**src/rtl/step_sequencer.sv**
```systemverilog
// step_sequencer: STEPS-deep note pattern player with play/pause/stop control,
// loop or one-shot mode, per-step gate length and a square-wave tone output.
//
// Ports:
//   CLOCK_50     in   system clock
//   rst          in   synchronous active-high reset
//   play         in   1-cycle pulse: start / pause / resume
//   stop         in   1-cycle pulse: stop and rewind (wins over play)
//   loop_mode    in   1 = wrap after last step, 0 = one-shot
//   wr_en        in   pattern write strobe
//   wr_addr      in   step index to write (>= STEPS ignored)
//   wr_note      in   3-bit note code (C4..C5)
//   wr_rest      in   1 = step is silent
//   step_idx     out  current step
//   step_onehot  out  one-hot of step_idx while not idle, else 0
//   playing      out  high while in PLAY
//   done         out  1-cycle pulse at end of a one-shot pass
//   audio_out    out  square-wave tone
module step_sequencer #(
  parameter int STEPS      = 8,
  parameter int STEP_TICKS = 6250000,
  parameter int GATE_TICKS = 5000000,
  parameter int TONE_SHIFT = 0,
  localparam int AW        = (STEPS > 2) ? $clog2(STEPS) : 1
) (
  input  logic             CLOCK_50,
  input  logic             rst,
  input  logic             play,
  input  logic             stop,
  input  logic             loop_mode,
  input  logic             wr_en,
  input  logic [AW-1:0]    wr_addr,
  input  logic [2:0]       wr_note,
  input  logic             wr_rest,
  output logic [AW-1:0]    step_idx,
  output logic [STEPS-1:0] step_onehot,
  output logic             playing,
  output logic             done,
  output logic             audio_out
);

  localparam logic [1:0] IDLE  = 2'd0;
  localparam logic [1:0] PLAY  = 2'd1;
  localparam logic [1:0] PAUSE = 2'd2;

  localparam int TW = $clog2(STEP_TICKS);
  localparam int LT = STEP_TICKS - 1;
  localparam int LS = STEPS - 1;
  localparam int GT = GATE_TICKS;
  localparam logic [TW-1:0] LAST_TICK = LT[TW-1:0];
  localparam logic [AW-1:0] LAST_STEP = LS[AW-1:0];
  localparam logic [TW:0]   GATE_LIM  = GT[TW:0];

  logic [1:0]             state;
  logic [TW-1:0]          tick;
  logic [16:0]            tone_cnt;
  logic                   tone_q;
  logic [2:0]             cur_note;
  logic                   cur_rest;
  logic [STEPS-1:0][2:0]  note_mem;
  logic [STEPS-1:0]       rest_mem;

  logic [AW-1:0] nxt_step;
  logic [16:0]   base, half;
  logic          last_tick, sounding, tone_run;

  assign nxt_step  = step_idx + 1'b1;
  assign last_tick = (tick == LAST_TICK);
  assign sounding  = (state == PLAY) && ({1'b0, tick} < GATE_LIM) && !cur_rest;
  // Tone keeps running only if the next cycle is the same step, still in PLAY;
  // every other case (boundary, pause, stop, not sounding) restarts it silent.
  assign tone_run  = sounding && !stop && !play && !last_tick;

  // Half-period table, C4..C5
  always_comb begin
    base = 17'd95556;
    case (cur_note)
      3'd0: base = 17'd95556;
      3'd1: base = 17'd85131;
      3'd2: base = 17'd75843;
      3'd3: base = 17'd71586;
      3'd4: base = 17'd63776;
      3'd5: base = 17'd56818;
      3'd6: base = 17'd50619;
      3'd7: base = 17'd47778;
      default: base = 17'd95556;
    endcase
    half = base >> TONE_SHIFT;
    if (half == 17'd0) half = 17'd1;
  end

  always_ff @(posedge CLOCK_50) begin
    if (rst) begin
      state    <= IDLE;
      step_idx <= '0;
      tick     <= '0;
      tone_cnt <= '0;
      tone_q   <= 1'b0;
      done     <= 1'b0;
      cur_note <= 3'd0;
      cur_rest <= 1'b1;
      note_mem <= '0;
      rest_mem <= '1;
    end else begin
      done <= 1'b0;

      if (wr_en && (int'(wr_addr) < STEPS)) begin
        note_mem[wr_addr] <= wr_note;
        rest_mem[wr_addr] <= wr_rest;
      end

      if (stop) begin
        state    <= IDLE;
        step_idx <= '0;
        tick     <= '0;
      end else begin
        case (state)
          IDLE: if (play) begin
            state    <= PLAY;
            step_idx <= '0;
            tick     <= '0;
            cur_note <= note_mem[0];
            cur_rest <= rest_mem[0];
          end
          PLAY: begin
            if (play) begin
              state <= PAUSE;               // tick frozen at its current value
            end else if (last_tick) begin
              tick <= '0;
              if (step_idx == LAST_STEP) begin
                step_idx <= '0;
                if (loop_mode) begin
                  cur_note <= note_mem[0];
                  cur_rest <= rest_mem[0];
                end else begin
                  state <= IDLE;
                  done  <= 1'b1;
                end
              end else begin
                step_idx <= nxt_step;
                cur_note <= note_mem[nxt_step];
                cur_rest <= rest_mem[nxt_step];
              end
            end else begin
              tick <= tick + 1'b1;
            end
          end
          PAUSE: if (play) state <= PLAY;
          default: state <= IDLE;
        endcase
      end

      if (tone_run) begin
        if (tone_cnt == half - 17'd1) begin
          tone_cnt <= '0;
          tone_q   <= ~tone_q;
        end else begin
          tone_cnt <= tone_cnt + 17'd1;
        end
      end else begin
        tone_cnt <= '0;
        tone_q   <= 1'b0;
      end
    end
  end

  // Gate with sounding so the pin drops in the very cycle the window closes.
  assign audio_out = tone_q && sounding;
  assign playing   = (state == PLAY);

  always_comb begin
    step_onehot = '0;
    if (state != IDLE) step_onehot[step_idx] = 1'b1;
  end

endmodule
```
**config.mk**
```make
export PLATFORM = sky130hd
export DESIGN_NAME = step_sequencer
export DESIGN_NICKNAME = d
export VERILOG_FILES = /design/src/rtl/step_sequencer.sv
export SDC_FILE = /design/constraint.sdc
export NUM_CORES = 1
export LEC_CHECK = 0
export ABC_AREA = 1
export BUFFER_PORTS_ARGS = -buffer_cell sky130_fd_sc_hd__buf_2
export CAP_MARGIN = 20
export CORE_ASPECT_RATIO = 1.2
export CORE_MARGIN = 1.5
export CORE_UTILIZATION = 62
export CTS_CLUSTER_SIZE = 16
export DETAILED_ROUTE_END_ITERATION = 10
export GPL_ROUTABILITY_DRIVEN = 0
export PLACE_DENSITY = 0.8
export SLEW_MARGIN = 20
export SYNTH_ARGS = -nofsm -noshare
export SYNTH_HDL_FRONTEND = slang
export SYNTH_SLANG_ARGS = --single-unit
export TNS_END_PERCENT = 10
```
**constraint.sdc**
```tcl
create_clock -name CLOCK_50 -period 3.3 [get_ports CLOCK_50]
set_input_delay 0.33 -clock CLOCK_50 [delete_from_list [all_inputs] [get_ports CLOCK_50]]
set_output_delay 0.33 -clock CLOCK_50 [all_outputs]
set_load 0.05 [all_outputs]
```
### Yosys cells after proc, flatten, opt, wreduce, memory -nomap -nowiden

Memory sizes are Yosys's and may differ from the RTL's. A register that Yosys moved wholly into a read port is not among the register bits.
Index checks and enable logic that the tools add are counted.

* register bits: 83
* ROM bits: 136
* output and inout port bits: 14
* memories kept: 1

Memory list
* (no name shown): depth 8, bits a word 17, rd ports 1, clocked after memory_dff 1, write ports 0, line 77 `case (cur_note)`

* $add $sub $neg: 4
* $lt $le $gt $ge: 6
* equal/unequal tests: 13
* muxes and demuxes: 44
* bitwise gates (word level): 6
* reductions and logical operators: 25

Operators with widths (number)
* $mux W23: 3
* $pmux W23 S2: 1
* $mux W3: 13
* $bwmux W24: 1
* $add A23 B1 Y23 const B: 1
* $eq A23 B23 Y1 const B: 1
* $lt A23 B23 Y1 const B: 1
* $add A17 B1 Y17 const B: 1
* $eq A17 B17 Y1: 1
* $logic_not A17 Y1: 1
* $mux W17: 1
* $sub A17 B1 Y17 const B: 1
* $lt A3 B4 Y1 const B: 3
* $pmux W3 S2: 2
* $mux W2: 5
* $bmux W3 S3: 1
* $demux W3 S3: 1
* $mux W1: 9
* $bwmux W8: 1
* $logic_and A1 B1 Y1: 8
* $mux W8: 1
* $reduce_and A4 Y1: 2
* $demux W1 S3: 2
* $ge A3 B1 Y1 const B: 2
* 20 further kinds: 35

### Longest topological paths before layout

Gate-level depths: netlist of run 1.

* word-level depth: 9
* depth in mapped cells: 20
* mapped depth without buffers: 20

### Worst setup path after synthesis of run 1

No wires, ideal clock.

* path kind: register to register
* from: reg step_idx[1]
* to: reg base[12] (netlist name)
* library setup time: 0.069 ns
* arrival: 2.611 ns
* required time: 3.231 ns
* path slack: 0.620 ns
* stages on the path, launching flop included: 15
* cells stage by stage: dfxtp_1 ha_1 ha_1 inv_1 nor2_1 inv_1 nor2_1 nor2_1 nand2_4 clkinv_2 or2_2 nand3_1 ha_1 or2_1 o21ai_1

* longest elaborated chain between the ends: 9

RTL lines
* start, declared: line 35 `output logic [AW-1:0] step_idx,`
* start signal, assigned: line 140 `step_idx <= nxt_step;`
* $add A3 B1 Y3: line 67 `assign nxt_step = step_idx + 1'b1;`
* $bmux W3 S3: line 141 `cur_note <= note_mem[nxt_step];`
* $mux W3 (not written as such): line 141
* $mux W3: line 130 `if (step_idx == LAST_STEP) begin`
* $mux W3: line 128 `end else if (last_tick) begin`
* $mux W3: line 126 `if (play) begin`
* $pmux W3 S2: line 117 `case (state)`
* $mux W3 (no source line) (*) (2 in series)

Every way passes the cells marked *; elsewhere a longest branch is shown, timed or not. The select of a mux whose other input is x is not followed.
A chain may end at the register's enable or synchronous reset.

### Worst setup path after layout of run 1

* from: reg base[4] (netlist name)
* to: reg tone_cnt[6]

* longest elaborated chain between the ends: 5

RTL lines
* $logic_not A17 Y1: line 89 `if (half == 17'd0) half = 17'd1;`
* $mux W17 (*): line 89
* $sub A17 B1 Y17 (*): line 154 `if (tone_cnt == half - 17'd1) begin`
* $eq A17 B17 Y1 (*): line 154
* $reduce_or A3 Y1 (no source line) (*)
* end signal, assigned: line 158 `tone_cnt <= tone_cnt + 17'd1;`
* end, declared: line 56 `logic [16:0] tone_cnt;`

Every way passes the cells marked *; elsewhere a longest branch is shown, timed or not.

==> flow_metrics.py, run 1 <==
metrics = {
    "outcome": {
        "status": "finished clean",
    },
    "sta": {
        "relSlewSlack_pct": 67.7,
        "holdWs_ns": 0.237,
        "finalCritPeriodShare_pct": 87.3,
        "setup_viol": 0,
        "report.final.slew_viol_count": 0,
        "finalSetupTns_ns": 0,
        "layout_min_cycle_time_ns": 2.88,
        "fmax_mhz": 347,
        "rsz0062_at_grt": "no",
        "finalWorstSetupSlack_ns": 0.420,
        "fin_skew_ns": 0.00876,
        "hold_viol_final": 0,
        "worstMarginPinSlew_ns": 0.480,
    },
    "power": {
        "powerDensity_mw_per_mm2": 408,
        "ir_drop_mv": 0.318,
        "p_leak_uw": 0.00239,
    },
    "critical_path": {
        "cp_num_buf_inv": 2,
        "critPathMaxFanout": 17,
        "path_class": "register to register",
        "crit_family": "simple AND/OR/NAND/NOR gates",
        "regToRegSetupSlack_ns": 0.42,
        "crit_required_ns": 3.56,
        "reg2regPathDepth": 16,
        "crit_arrival_ns": 3.14,
        "cp-end-kind": "register",
        "slowest_stage": "dfxtp_1",
        "critPathMaxStageDelay_ns": 0.45,
        "path_cells": "nor2_1 -> nand2_2 -> nor2_4 -> a21oi_1 -> ha_1 -> nand2_2 -> nor3_4 -> inv_1 -> nor2_2 -> nand3_1 -> xor2_1 -> clkinv_1 -> nor2_2 -> nand3_2 -> nand2_4 -> nor2_1",
        "r2r_start": "base[4]",
        "r2r_end": "tone_cnt[6]",
        "worstSetupStartpointType": "register",
    },
    "final_layout": {
        "nets": 813,
        "regArea_sq_mm": 0.00200,
        "multiInputGateArea_sq_mm": 0.00298,
        "area_growth_pct": 6.95,
        "stdcell_count": 911,
        "num_antenna_cells": 0,
        "n_fill_cell": 761,
        "final_area_sq_mm": 0.00586,
        "final_layout_size_suffix_gt1_share_pct": 14.2,
    },
    "route": {
        "wl_mm": 12.4,
        "wl_met3_um": 470,
        "drtIter0Drc": 218,
        "route.detailed.drc": 0,
        "ant_nets": 0,
        "drt-met1-wl_mm": 5.28,
        "vias_per_cell": 5.46,
        "num_vias": 4970,
        "met2_length_mm": 6.39,
        "top_layer": "met4",
        "wire_per_inst_um": 13.7,
        "first_pass_iters": 5,
    },
    "worst_hold_path": {
        "min_from": "play",
        "min_path_cells": 2,
        "hold_end": "done",
        "hold_class": "input pin to register",
    },
    "placement": {
        "port_buffers": 26,
        "hpwl_mm": 9.46,
        "placed_area_sq_mm": 0.00569,
        "placed_cells": 895,
        "pre_cts_slack_ns": 0.464,
    },
    "cts": {
        "clk_pin_slew_worst_paths_ns": 0.10,
        "clock_sinks": 100,
        "cts_setup_buffers": 0,
        "cts_buffers": 9,
        "root_buffer": "clkbuf_8",
        "clk_latency_ns": 0.37,
        "cts_resized": 0,
        "clock_path_buffers": 2,
        "htree_levels": 3,
        "tritoncts": "done",
        "hold_buffers": 0,
    },
    "global_routing": {
        "grt_pass1_wl_mm": 20.4,
        "grt.total_usage_pct": 27.5,
        "grt_max_degree": 34,
        "grt_pass1_vias": 4636,
        "grt_remaining_overflow": 0,
        "grt_antenna_before_repair": 0,
    },
    "yosys": {
        "synth_common_cells": "nor2_1, nand2_1, dfxtp_1",
        "yosys.area.top_type_share_pct": 36.6,
        "synthArstFlopShare_pct": 0,
        "yosys.area.top_type": "dfxtp_1",
        "synth_seq_cells": 100,
        "synth_fp_nets": 788,
        "synthCells": 764,
        "synth_cell_types": 48,
        "netlist_top_cells_area": "dfxtp_1, nor2_1, nand2_1",
        "synth_area_sq_mm": 0.00548,
        "syn_area_per_cell_sq_um": 7.17,
        "synth-seq-area-share_pct": 36.6,
        "synth-edff-count": 0,
        "ys.flop_type": "dfxtp_1",
        "yosysMostFrequentCell": "nor2_1",
        "synth_warnings": 0,
    },
    "die": {
        "coreArea_sq_mm": 0.00856,
        "dieHeight_um": 106,
        "start_util_pct": 63.9,
        "ios": 27,
        "die_w_um": 88.8,
        "rows": 37,
        "dieArea_sq_mm": 0.00941,
    },
    "run": {
        "maxCapViolCount": 0,
    },
}
==> metal layers <==
| metal | track usage, % | vias to the layer above |
|---|---|---|
| met5 | 0 | - |
| met2 | 49.4 | 110 |
| li1 | - | 2505 |
| met4 | 10.8 | 0 |
| met3 | 4.35 | 24 |
| met1 | 31.8 | 2331 |
==> power by group <==
part,switching [uW],internal (uW)
clock network,423,273
logic,259,131
registers,46.7,1250
==> stage by stage <==
stage	util, %	total power, uW
2_1_floorplan	-	1620
3_3_place_gp	66.4	1700
3_5_place_dp	66.4	1710
4_1_cts	68.4	2390
5_1_grt	68.4	2500
6_report	68.4	2390
==> kinds of logic (layout without fill, tap and decap cells) <==
group,after synthesis,count (layout),synth area share [%]
and+or+nand+nor,387,387,35.1
adders and majority gates,11,11,2.51
AOI/OAI and AO/OA,111,111,11.2
DFF,100,100,36.6
xor gates and xnor gates,35,35,5.60
buffers and inverters,120,150,8.96
==> flip-flops by register name, indices dropped and copies added, names as in the netlist <==
name      flops
tick         23
step_idx      3
tone_cnt     17
cur_note      3
done          1
tone_q        1
cur_rest      1
rest_mem      8
base         17
state         2
note_mem     24
==> how the worst max path moves through the flow <==
stage | slack, ns | depth (start not counted) | start | to
after floorplan | 0.62 | 14 | step_idx[1] | base[12]
after global placement | 0.59 | 16 | base[4] | tone_cnt[3]
after detailed placement | 0.46 | 16 | base[4] | tone_cnt[4]
after CTS | 0.41 | 16 | base[4] | tone_cnt[4]
after global routing | 0.16 | 16 | base[4] | tone_cnt[1]
final | 0.42 | 16 | base[4] | tone_cnt[6]
==> cells in the final DEF (no fill, tap or decap), types with 4 or more instances in the layout <==
cell type	instances
nand2_2	9
nand4_1	17
o22ai_1	6
nand2_1	105
nor3_1	15
nand3_1	42
ha_1	11
o21ai_0	56
nor3_2	6
clkbuf_8	9
a21oi_1	22
dfxtp_1	100
xnor2_1	10
buf_2	26
or2_2	4
xor2_1	25
inv_2	7
nor2_2	9
a211oi_1	5
nor2_4	16
o21ai_1	7
nor2_1	140
inv_1	92
nand2_4	5
a31oi_1	4
==> area by class of cell <==
type                    instances  share of cell area, %
repair buffers                 29                   2.61
flip-flops and latches        100                   34.2
clock inverters                 6                  0.705
inverters                     105                   6.88
well taps                     117                   2.50
clock buffers                  10                   2.18
multi-input cells             544                   51.0
(Power assumes the default switching activity.)
==> inputs of run 2 (changes only) <==
REMOVE_ABC_BUFFERS = 1   (was unset)
==> run 2 against run 1 <==
  * Fmax rose by 1.9%
  * Non-clock buffer count unchanged
  * Flip-flop and latch count unchanged
  * Die area unchanged
  * First-iteration DRC count rose by 56%
  * Via count decreased by 0.40%
  * Cell count stayed put
  * Critical path depth did not move
  * Utilization up 0.41 points
  * Global-route usage decreased by 0.33 points
  * Sequential power is essentially flat
  * Worst setup slack improved by 0.053 ns
  * Critical path type unchanged
  * Critical endpoint is now tone_cnt[3]
==> flow_metrics.py, run 2 (synthesis results as in run 1) <==
metrics = {
    "global_routing": {
        "grt_remaining_overflow": 0,
        "grt_max_degree": 34,
        "grt_antenna_before_repair": 0,
        "grt_pass1_wl_mm": 20.0,
        "grt.total_usage_pct": 27.1,
        "grt_pass1_vias": 4531,
    },
    "die": {
        "dieHeight_um": 106,
        "coreArea_sq_mm": 0.00856,
        "start_util_pct": 63.9,
        "die_w_um": 88.8,
        "ios": 27,
        "rows": 37,
        "dieArea_sq_mm": 0.00941,
    },
    "cts": {
        "tritoncts": "done",
        "cts_resized": 0,
        "hold_buffers": 0,
        "clk_latency_ns": 0.38,
        "cts_buffers": 9,
        "htree_levels": 3,
        "cts_setup_buffers": 0,
        "clock_sinks": 100,
        "root_buffer": "clkbuf_8",
        "clk_pin_slew_worst_paths_ns": 0.09,
        "clock_path_buffers": 2,
    },
    "critical_path": {
        "crit_required_ns": 3.57,
        "path_cells": "nor2_1 -> nand2_2 -> nor2_4 -> a21oi_1 -> ha_1 -> nand2_2 -> nor3_4 -> inv_1 -> nor2_2 -> nand3_1 -> xor2_1 -> clkinv_1 -> nor2_2 -> nand3_2 -> nand2_4 -> nor2_1",
        "critPathMaxStageDelay_ns": 0.45,
        "cp_num_buf_inv": 2,
        "worstSetupStartpointType": "register",
        "crit_arrival_ns": 3.09,
        "path_class": "register to register",
        "crit_family": "simple AND/OR/NAND/NOR gates",
        "cp-end-kind": "register",
        "slowest_stage": "dfxtp_1",
        "critPathMaxFanout": 17,
    },
    "sta": {
        "hold_viol_final": 0,
        "report.final.slew_viol_count": 0,
        "fmax_mhz": 354,
        "layout_min_cycle_time_ns": 2.83,
        "finalSetupTns_ns": 0,
        "setup_viol": 0,
        "rsz0062_at_grt": "no",
        "finalCritPeriodShare_pct": 85.7,
        "fin_skew_ns": 0.0108,
        "relSlewSlack_pct": 61.7,
        "worstMarginPinSlew_ns": 0.570,
    },
    "run": {
        "maxCapViolCount": 0,
    },
    "final_layout": {
        "final_common_cell": "nor2_1",
        "most-common-layout-cells": "nor2_1, nand2_1, dfxtp_1",
        "nets": 813,
        "num_antenna_cells": 0,
        "final_layout_size_suffix_gt1_share_pct": 14.1,
        "largest_reg_flops": 24,
        "regMostFlops": "note_mem",
        "area_growth_pct": 7.59,
        "reg_top3": "note_mem: 24 flops, tick: 23 flops",
        "n_fill_cell": 759,
    },
    "route": {
        "wire_per_inst_um": 13.3,
        "drtIter0Drc": 341,
        "first_pass_iters": 5,
        "wl_mm": 12.1,
        "num_vias": 4950,
        "ant_nets": 0,
        "vias_per_cell": 5.43,
        "route.detailed.drc": 0,
    },
    "placement": {
        "port_buffers": 26,
        "hpwl_mm": 9.21,
    },
    "power": {
        "ir_drop_mv": 0.366,
        "p_leak_uw": 0.00240,
        "p_total_uw": 2490,
        "powerDensity_mw_per_mm2": 423,
    },
    "outcome": {
        "status": "finished clean",
    },
    "worst_hold_path": {
        "hold_class": "input pin to register",
    },
}
-- run 2: cell count changes in the layout (fill, tap and decap cells not counted) --
cell / previous run / this run
bufinv_16: 0 / 1
clkinv_4: 2 / 1
clkinv_2: 3 / 1
clkinvlp_4: 3 / 2
clkbuf_8: 9 / 11
clkbuf_1: 1 / 2
-- run 2: final cells by class --
class	count	area [sq um]	share of cell area [%]
Multi-Input combinational cell	544	2980	50.6
Sequential cell	100	2000	34.0
Inverter	105	403	6.84
Clock buffer	13	159	2.70
Timing Repair Buffer	29	153	2.59
Tap cell	117	146	2.48
Clock inverter	3	45.0	0.764
-- run 2: report_power, final --
group          internal, uW  switching (uW)  leakage [uW]  total, uW
combinational           130             255       0.00150        385
clock                   393             413     0.0000959        805
sequential             1250            47.3      0.000813       1300
total                  1780             715       0.00240       2490
-- run 2: through the flow --
step | cell area, sq um | setup slack, ns | hold slack [ns] | cells | utilization (%)
after floorplan | 5390 | 0.376 | 0.402 | 749 | -
after global placement | 5690 | 0.592 | 0.442 | 895 | 66.4
after detailed placement | 5690 | 0.464 | 0.443 | 895 | 66.4
after CTS | 5890 | 0.453 | 0.224 | 911 | 68.8
after global routing | 5890 | 0.170 | 0.235 | 911 | 68.8
final | 5890 | 0.473 | 0.238 | 911 | 68.8
-- run 2: routing by layer --
layer / share of wire [%] / global-route usage [%]
met1: 44 / 33.3
met2: 49 / 46.2
met3: 4.9 / 6.06
met4: 2.2 / 9.26
met5: 0 / 0
-- run 2: final timing paths --
kind,from,to,slack (ns),cells past startpoint
worst min-delay path,play,done,0.24,2
worst min register to register,rest_mem[7],rest_mem[7],0.47,2
worst max-delay path,base[4],tone_cnt[3],0.47,16
worst max register to register,base[4],tone_cnt[3],0.47,16
